$ cat config.mk
export PLATFORM = sky130hd
export DESIGN_NAME = if_stage
export DESIGN_NICKNAME = d
export VERILOG_FILES = /design/src/rtl/if_stage.sv
export SDC_FILE = /design/constraint.sdc
export NUM_CORES = 1
export LEC_CHECK = 0
export ABC_CLOCK_PERIOD_IN_PS = 5100
export BUFFER_PORTS_ARGS = -buffer_cell sky130_fd_sc_hd__buf_4
export CAP_MARGIN = 20
export CORE_ASPECT_RATIO = 0.75
export CORE_UTILIZATION = 39
export CTS_BUF_LIST = sky130_fd_sc_hd__clkbuf_4
export CTS_CLUSTER_SIZE = 16
export DETAILED_ROUTE_END_ITERATION = 12
export PLACE_DENSITY = 0.74
export SLEW_MARGIN = 10
export SYNTH_ARGS = -nofsm -noshare
export SYNTH_HDL_FRONTEND = slang
export SYNTH_SLANG_ARGS = --single-unit
$ cat constraint.sdc
create_clock -name clk -period 5.1 [get_ports clk]
set_input_delay 0.51 -clock clk [delete_from_list [all_inputs] [get_ports clk]]
set_output_delay 0.51 -clock clk [all_outputs]
set_load 0.02 [all_outputs]
$ cat src/rtl/if_stage.sv
// Instruction-fetch stage: PC register, next-PC selection, IF/ID pipeline register
// and saturating stall/flush event counters for debug.
module if_stage #(
    parameter logic [31:0] RESET_PC  = 32'h0000_0000,
    parameter logic [31:0] NOP_INSTR = 32'h0000_0000,
    parameter int unsigned CNT_W     = 16
) (
    input  logic             clk,
    input  logic             reset,
    input  logic             pc_write,
    input  logic             if_id_write,
    input  logic             branch_taken,
    input  logic [31:0]      branch_target,
    input  logic             jump,
    input  logic [31:0]      jump_target,
    output logic [31:0]      imem_addr,
    input  logic [31:0]      imem_rdata,
    output logic [31:0]      pc,
    output logic [31:0]      if_id_instr,
    output logic [31:0]      if_id_pc4,
    output logic             if_id_valid,
    output logic [CNT_W-1:0] stall_count,
    output logic [CNT_W-1:0] flush_count
);

    localparam logic [31:0]      PcReset = {RESET_PC[31:2], 2'b00};
    localparam logic [CNT_W-1:0] CntMax  = {CNT_W{1'b1}};
    localparam logic [CNT_W-1:0] CntOne  = {{(CNT_W-1){1'b0}}, 1'b1};

    logic [31:0]      pc_q, pc_d;
    logic [31:0]      pc_plus4;
    logic [31:0]      if_id_instr_q, if_id_instr_d;
    logic [31:0]      if_id_pc4_q, if_id_pc4_d;
    logic             if_id_valid_q, if_id_valid_d;
    logic [CNT_W-1:0] stall_count_q, stall_count_d;
    logic [CNT_W-1:0] flush_count_q, flush_count_d;
    logic             redirect;
    logic             flush;

    assign pc_plus4 = pc_q + 32'd4;
    assign redirect = branch_taken | jump;
    // A redirect only squashes the fetched word when both PC and IF/ID actually advance.
    assign flush    = redirect & pc_write & if_id_write;

    // Next-PC selection: stall holds, jump beats branch, otherwise sequential.
    always_comb begin
        pc_d = pc_q;
        if (pc_write) begin
            if (jump) begin
                pc_d = {jump_target[31:2], 2'b00};
            end else if (branch_taken) begin
                pc_d = {branch_target[31:2], 2'b00};
            end else begin
                pc_d = pc_plus4;
            end
        end
    end

    always_comb begin
        if_id_instr_d = if_id_instr_q;
        if_id_pc4_d   = if_id_pc4_q;
        if_id_valid_d = if_id_valid_q;
        if (if_id_write) begin
            if_id_pc4_d = pc_plus4;
            if (flush) begin
                if_id_instr_d = NOP_INSTR;
                if_id_valid_d = 1'b0;
            end else begin
                if_id_instr_d = imem_rdata;
                if_id_valid_d = 1'b1;
            end
        end
    end

    always_comb begin
        stall_count_d = stall_count_q;
        flush_count_d = flush_count_q;
        if (!pc_write && (stall_count_q != CntMax)) begin
            stall_count_d = stall_count_q + CntOne;
        end
        if (flush && (flush_count_q != CntMax)) begin
            flush_count_d = flush_count_q + CntOne;
        end
    end

    always_ff @(posedge clk or posedge reset) begin
        if (reset) begin
            pc_q          <= PcReset;
            if_id_instr_q <= NOP_INSTR;
            if_id_pc4_q   <= 32'd0;
            if_id_valid_q <= 1'b0;
            stall_count_q <= '0;
            flush_count_q <= '0;
        end else begin
            pc_q          <= pc_d;
            if_id_instr_q <= if_id_instr_d;
            if_id_pc4_q   <= if_id_pc4_d;
            if_id_valid_q <= if_id_valid_d;
            stall_count_q <= stall_count_d;
            flush_count_q <= flush_count_d;
        end
    end

    assign imem_addr   = pc_q;
    assign pc          = pc_q;
    assign if_id_instr = if_id_instr_q;
    assign if_id_pc4   = if_id_pc4_q;
    assign if_id_valid = if_id_valid_q;
    assign stall_count = stall_count_q;
    assign flush_count = flush_count_q;

endmodule

======== After elaboration in Yosys (flattened, before gate mapping) ========
Index checks and enable logic that the tools add are counted.
storage, ports and cells
  flip-flop bits (word level) ............. 129
operators by class
  add/sub/neg operators ................... 3
  equal/unequal tests ..................... 2
  mux-type cells .......................... 4
  bitwise logic cells ..................... 3
  reduce and logical (&&, ||, !) cells .... 3
operator list
  kind                                            number
  two-way mux 32 bit                              3
  adder 16 x 1 -> 16 bit (second input constant)  2
  adder 32 x 3 -> 32 bit (second input constant)  1
  != test 16 bit (second input constant)          2
  AND 1 bit                                       2
  logical AND 1 bit                               2
  logical NOT 1 bit                               1
  two-way mux 1 bit                               1
  OR 1 bit                                        1

======== Longest topological paths before layout ========
Gate-level depths: netlist (run 1).
  word-level depth ........................ 4
  gate-level depth with buffers ........... 7

======== Worst setup path after synthesis (run 1) ========
Ideal clock, no wire load.
  path type ............................... reg2reg
  from .................................... reg pc_q[3], in the netlist imem_addr[3]
  to ...................................... reg if_id_pc4_q[24], in the netlist if_id_pc4[24]
  arrival ................................. 2080 ps
  data required time ...................... 5018 ps
  slack ................................... 2939 ps
  cell stages (with the launch flop) ...... 7
  buffers on the path ..................... 1
  clock period less this slack ............ 2161 ps
  cells stage by stage .................... dfrtp_1 > ha_1 > nand3_1 > or2_2 > clkbuf_1 > or4_1 > a31oi_1
on the way
  cells in the longest elaborated chain, start to end .. 1
ends and longest elaborated chain
  element                 RTL line  RTL
  start, declared         30        logic [31:0] pc_q, pc_d;
  start signal, assigned  88        pc_q <= PcReset;
  start signal, assigned  95        pc_q <= pc_d;
  adder 32 x 3 -> 32 bit  40        assign pc_plus4 = pc_q + 32'd4;
  end signal, assigned    97        if_id_pc4_q <= if_id_pc4_d;
  end, declared           33        logic [31:0] if_id_pc4_q, if_id_pc4_d;
Every way passes these cells.
A chain may end at the register's enable or synchronous reset.

======== Worst setup path after layout (run 1) ========
  from .................................... reg pc_q[5], in the netlist imem_addr[5]
  to ...................................... reg pc_q[29], in the netlist imem_addr[29]
on the way
  cells in the longest elaborated chain, start to end .. 3
ends and longest elaborated chain
  element                 RTL line  RTL
  adder 32 x 3 -> 32 bit  40
  two-way mux 32 bit      51        end else if (branch_taken) begin
  two-way mux 32 bit      49        if (jump) begin
Every way passes these cells.

==> run metrics, run 1 <==
drt drc=0; Synth Register Bits=125; worst reg2reg startpoint=imem_addr[5]$_DFFE_PP0P_; antenna-violating nets left=0; largest net degree at the start of global routing=106; post-synthesis sequential area ratio=44.2%; Worst R2R End=imem_addr[29]$_DFFE_PP0P_; drt first pass iters=6; area of the mapped netlist=7070 um2; H-tree levels=4; DIE AREA=18700 um2; Slew Limit Headroom=30.3%; Min Clock Period, post-route=2790 ps; Critical Path Sink Type=flip-flop; Iteration-0 DRC Markers=545; final hold vios=0; largest fanout on the critical path=21; CTS Buf Count=17; CTS tree=done; Post-synth EDFFs=0; Max Clock Freq=359 MHz; Final Cycle Share=54.6%; Yosys top cell by area=dfrtp_1; RSZ-0062 raised after global routing=no; cells after synthesis=776; post-DP HPWL=15400 um; Async SR Flop Fraction=100%; met1 usage=34.0%; worst slew pin tran=1040 ps; crit path kind=flip-flop to flip-flop; placed insts=1186; Pwr per Cell Area=342 nW/um2; count of cell types in the netlist=62; VDD IR max=0.264 mV; Worst EP arrival=3260 ps; drt via density=5.51; Synth top area share=44.2%; die span in x=158 um; GPL Wtd Cong=0.891; most common cell after layout, fill and taps aside=buf_4; YS warnings=0; initial antenna violation count=0; ys flop type=dfrtp_1; total number of vias=6717; Data required, critical path=5570 ps; P&R area growth vs syn=29.2%; clock tree sinks=125; Final Instance Count excl. Fillers=1218; post-DR wirelength/cell=18.0 um; largest cells by area after synthesis=dfrtp_1 44%, nand3_1 4.6%, buf_4 3.9%; final setup vio count=0; maxcap violations=0; reg2reg setup slack=2310 ps; R2R depth=4; M2 GR Usage=35.1%; Ant. Diodes=0; latest clock arrival within the worst-skew pair=550 ps; met3 usage in global routing=7.19%; vias in the first global route=6212; clock transition at the registers of the reported paths=140 ps; hold path endpoint=if_id_instr[27]$_DFFE_PP0P_; Power Total=3.12 mW; final WL=21900 um; nets=1069; clock tree buffer depth=2; Hold Path Class=primary input to flip-flop; P_leak=4.14 nW; hold depth=3; core area=17700 um2; global-route usage over all layers=23.8%; Port Buf Inserts=252; post_cts resized=0; Root Driver=clkbuf_4; IO Count=263; most frequent cells in the layout=257 x buf_4, 125 x dfrtp_1, 65 x nand3_1; hold_sp=imem_rdata[27]; num rows=42; Startpoint Class=flip-flop; Post-Syn Area per Cell=9.11 um2; fin. max-slew vios=0; Initial Util=39.9%; Congestion Overflow GR=0; outcome=finished, final reports clean; skew final=36.9 ps; first-pass GRT wire length=34200 um; busiest grt layer=met2; share of cells above drive strength 1=31.9%; Die Span Y=119 um; Filler Cells Inserted=1688; Setup TNS=0 ps
## per-stage QoR
| step | worst slack [ps] | util (%) | cell area, um2 | hold WS (ps) |
|---|---|---|---|---|
| after floorplan | 1260 | - | 7090 | 592 |
| after global placement | 2060 | 49.8 | 8810 | 477 |
| after detailed placement | 1990 | 49.8 | 8810 | 487 |
| after CTS | 2360 | 51.6 | 9140 | 133 |
| after global routing | 2200 | 51.6 | 9140 | 133 |
| final | 2310 | 51.6 | 9140 | 179 |
## flip-flops by register name, indices dropped and copies added, names as in the netlist
name and count:
flush_count 16, if_id_instr 32, if_id_pc4 30, if_id_valid 1, imem_addr 30, stall_count 16
## critical path, stage by stage, from the launching register on
cell,delay (ps)
dfrtp_1,570
nand4_2,370
or4_1,950
or4b_2,730
nand3_1,80
## timing repair
| item | 4_1_cts | 5_1_grt |
|---|---|---|
| setup buffers | 0 | 0 |
| hold endpoints to repair | 39 | 0 |
| hold buffers | 1 | 0 |
| endpoints found under the setup margin | 0 | 0 |
## synthesized netlist by cell type (14+ instances only)
cell and n:
nand2_1 35, nand4_1 23, nand3_1 65, dfrtp_1 125
o211ai_1 14, clkbuf_1 42, a31oi_1 16, xnor2_1 24
buf_4 37, or3_1 14, nor2_1 49, and3_1 14
o21ai_0 55, a21oi_1 24, inv_1 43
## layout make-up
class / instances / area (um2) / area share (%)
clock inverters: 14 / 193 / 2.11
flip-flops and latches: 125 / 3130 / 34.2
multi-input cells: 518 / 3280 / 35.9
clock buffers: 17 / 128 / 1.40
repair buffers: 258 / 1940 / 21.2
inverters: 44 / 168 / 1.83
well taps: 242 / 303 / 3.31
## metal layers
layer | up-vias | routed length [um]
met5 | - | 0
met1 | 3213 | 10300
met3 | 13 | 1930
met4 | 0 | 139
li1 | 3178 | -
met2 | 313 | 9490
## kinds of logic (layout without fill, tap and decap cells)
logic type	after synthesis	after routing	synth area share [%]
xor+xnor	36	36	4.46
other cells	1	6	0.0530
buf+inv	138	333	9.62
simple gates	279	279	21.8
flops	125	125	44.2
compound gates	175	175	16.4
fa+ha+maj	3	3	0.531
mux	19	19	2.83
## power breakdown
group	total [mW]	leakage (nW)	internal (mW)	switching, mW
combinational	0.971	2.44	0.429	0.542
sequential	1.36	1.53	1.14	0.222
clock	0.792	0.166	0.388	0.405
total	3.12	4.14	1.95	1.17
## worst max-delay path by stage
stage,startpoint,end,slack [ps],cells past startpoint
global placement,pc_write,imem_addr[21]$_DFFE_PP0P_,2060,5
global route,imem_addr[5]$_DFFE_PP0P_,imem_addr[29]$_DFFE_PP0P_,2200,4
detailed placement,pc_write,imem_addr[27]$_DFFE_PP0P_,1990,5
CTS,imem_addr[5]$_DFFE_PP0P_,imem_addr[29]$_DFFE_PP0P_,2360,4
finish,imem_addr[5]$_DFFE_PP0P_,imem_addr[29]$_DFFE_PP0P_,2310,4
floorplan,reset,flush_count[0]$_DFFE_PP0P_,1260,1
No activity file was read; power rests on OpenSTA's default activity.
==> run 2: changes to the inputs <==
--- a/config.mk
+++ b/config.mk
@@ -5,7 +5,7 @@
 export SDC_FILE = /design/constraint.sdc
 export NUM_CORES = 1
 export LEC_CHECK = 0
-export ABC_CLOCK_PERIOD_IN_PS = 5100
+export ABC_CLOCK_PERIOD_IN_PS = 2900
 export BUFFER_PORTS_ARGS = -buffer_cell sky130_fd_sc_hd__buf_4
 export CAP_MARGIN = 20
 export CORE_ASPECT_RATIO = 0.75
==> constraint.sdc (replaced) <==
create_clock -name clk -period 2.9 [get_ports clk]
set_input_delay 0.29 -clock clk [delete_from_list [all_inputs] [get_ports clk]]
set_output_delay 0.29 -clock clk [all_outputs]
set_load 0.02 [all_outputs]
==> run metrics, run 2 (synthesized netlist as in run 1, its figures left out) <==
outcome=finished, final reports clean; Die Span Y=119 um (unchanged); crit path kind=flip-flop to flip-flop; Worst EP arrival=3020 ps (-240 ps); num rows=42 (unchanged); CTS tree=done; Place WS=448 ps (-1540 ps); Hold Path Class=primary input to flip-flop; Iteration-0 DRC Markers=657 (+21%); die span in x=158 um (unchanged); postcts setup bufs=0 (unchanged); Final Cycle Share=87.8% (+33 points); maxcap violations=0 (unchanged); IO Count=263 (unchanged); DIE AREA=18700 um2 (unchanged); Ant. Diodes=0 (unchanged); drt drc=0 (unchanged); clock tree buffer depth=2 (unchanged); final setup vio count=0 (unchanged); skew final=23.2 ps (-13.7 ps); Startpoint Class=flip-flop; worst slew pin tran=887 ps (-149 ps); fin. max-slew vios=0 (unchanged); GPL Wtd Cong=0.885 (-0.60%); latest clock arrival within the worst-skew pair=550 ps (about the same); number of flip-flops in the largest register=32 (unchanged); clock transition at the registers of the reported paths=130 ps (about the same); final WL=23300 um (+6.4%); post-route worst hold slack=42.1 ps (-137 ps); Data required, critical path=3370 ps (-2200 ps); antenna-violating nets left=0 (unchanged); reg2reg setup slack=350 ps (-1960 ps); R2R depth=4 (unchanged); Initial Util=39.9% (unchanged); CTS Buf Count=17 (unchanged); Setup crit end=imem_addr[29]$_DFFE_PP0P_; Port Buf Inserts=252 (unchanged); VDD IR max=0.350 mV (+32%); Congestion Overflow GR=0 (unchanged); H-tree levels=4 (unchanged); drt via density=5.56 (+0.80%); drt first pass iters=6 (unchanged); Max Clock Freq=393 MHz (+9.4%); Area after DPL=8930 um2 (+1.4%); core area=17700 um2 (unchanged); Root Driver=clkbuf_4; Min Clock Period, post-route=2550 ps (-239 ps); Slew Limit Headroom=40.8% (+10 points); final instance area=9540 um2 (+4.4%); most common cell after layout, fill and taps aside=buf_4; total number of vias=7015 (+4.4%); post-DP HPWL=16000 um (+3.6%); first-pass GRT wire length=35600 um (+3.9%); final worst slack=353 ps (-1960 ps); nets=1112 (+4.0%); Critical Path Sink Type=flip-flop; initial antenna violation count=0 (unchanged); P_leak=4.32 nW (+4.4%); final hold vios=0 (unchanged); post-DR wirelength/cell=18.5 um (+2.7%); global-route usage over all layers=24.9% (+1.1 points); Worst R2R End=imem_addr[29]$_DFFE_PP0P_; largest fanout on the critical path=21 (unchanged); clock tree sinks=125 (unchanged); crit path from=imem_addr[13]$_DFFE_PP0P_; Pwr per Cell Area=568 nW/um2 (+66%); RSZ-0062 raised after global routing=no; most frequent cells in the layout=265 x buf_4, 125 x dfrtp_1, 65 x nand3_1; Setup TNS=0 ps (unchanged); worst reg2reg startpoint=imem_addr[13]$_DFFE_PP0P_; P&R area growth vs syn=34.9%; vias in the first global route=6532 (+5.2%); largest net degree at the start of global routing=107 (+0.94%); share of cells above drive strength 1=31.7% (-0.20 points)
==> run 2: changes by cell type in the layout (fill, tap and decap cells not counted), sizes merged <==
cell         change
clkinvlp         +1
clkbuf           +4
buf             +11
inv              -3
dlygate4sd3     +32
bufinv           -2
clkinv           +1
==> run 2: repair_timing <==
| action | 4_1_cts | 5_1_grt |
|---|---|---|
| hold buffers | 33 | 0 |
| hold endpoints to repair | 68 | 0 |
| endpoints found under the setup margin | 0 | 0 |
| gates resized for setup | 0 | 0 |
==> run 2: worst min path at each step <==
stage	endpoint	start	cells past startpoint	slack (ps)
after CTS	imem_addr[4]$_DFFE_PP0P_	jump_target[4]	3	6
after detailed placement	if_id_valid$_DFFE_PP0P_	if_id_valid$_DFFE_PP0P_	2	480
after global placement	if_id_pc4[25]$_DFFE_PP0P_	if_id_pc4[25]$_DFFE_PP0P_	2	480
final	imem_addr[4]$_DFFE_PP0P_	jump_target[4]	3	40
after floorplan	if_id_instr[0]$_DFFE_PP0P_	imem_rdata[0]	2	440
after global routing	imem_addr[11]$_DFFE_PP0P_	jump_target[11]	3	20
==> run 2: routing by layer <==
layer	global-route usage (%)	wire, um	vias up	share of wire, %
li1	-	-	3270	-
met1	34.9	10500	3347	45
met2	38.0	10400	377	45
met3	6.64	2150	21	9.2
met4	6.13	252	0	1.1
met5	0	0	-	0
==> run 2: layout make-up <==
class	instances	area [um2]
fillers	1567	8170
multi-input cells	518	3280
flip-flops and latches	125	3130
repair buffers	301	2380
well taps	242	303
inverters	44	169
clock buffers	21	158
clock inverters	11	120
==> run 2: per-stage QoR <==
stage	std cells	utilization [%]	total power, mW
2_1_floorplan	781	-	3.37
3_3_place_gp	1197	50.4	4.13
3_5_place_dp	1197	50.4	4.16
4_1_cts	1262	53.9	5.45
5_1_grt	1262	53.9	5.70
6_report	1262	53.9	5.42
==> run 2: power by group <==
part | leakage [nW] | internal [mW] | switching [mW]
clock | 0.151 | 0.545 | 0.702
combinational | 2.64 | 0.807 | 1.01
sequential | 1.53 | 2.00 | 0.358
total | 4.32 | 3.35 | 2.07
==> run 2: worst max-delay path, stage by stage (launching register included) <==
cell	delay [ps]
dfrtp_1	580
nand4_4	200
or4_1	850
or4b_2	740
nand3_1	90
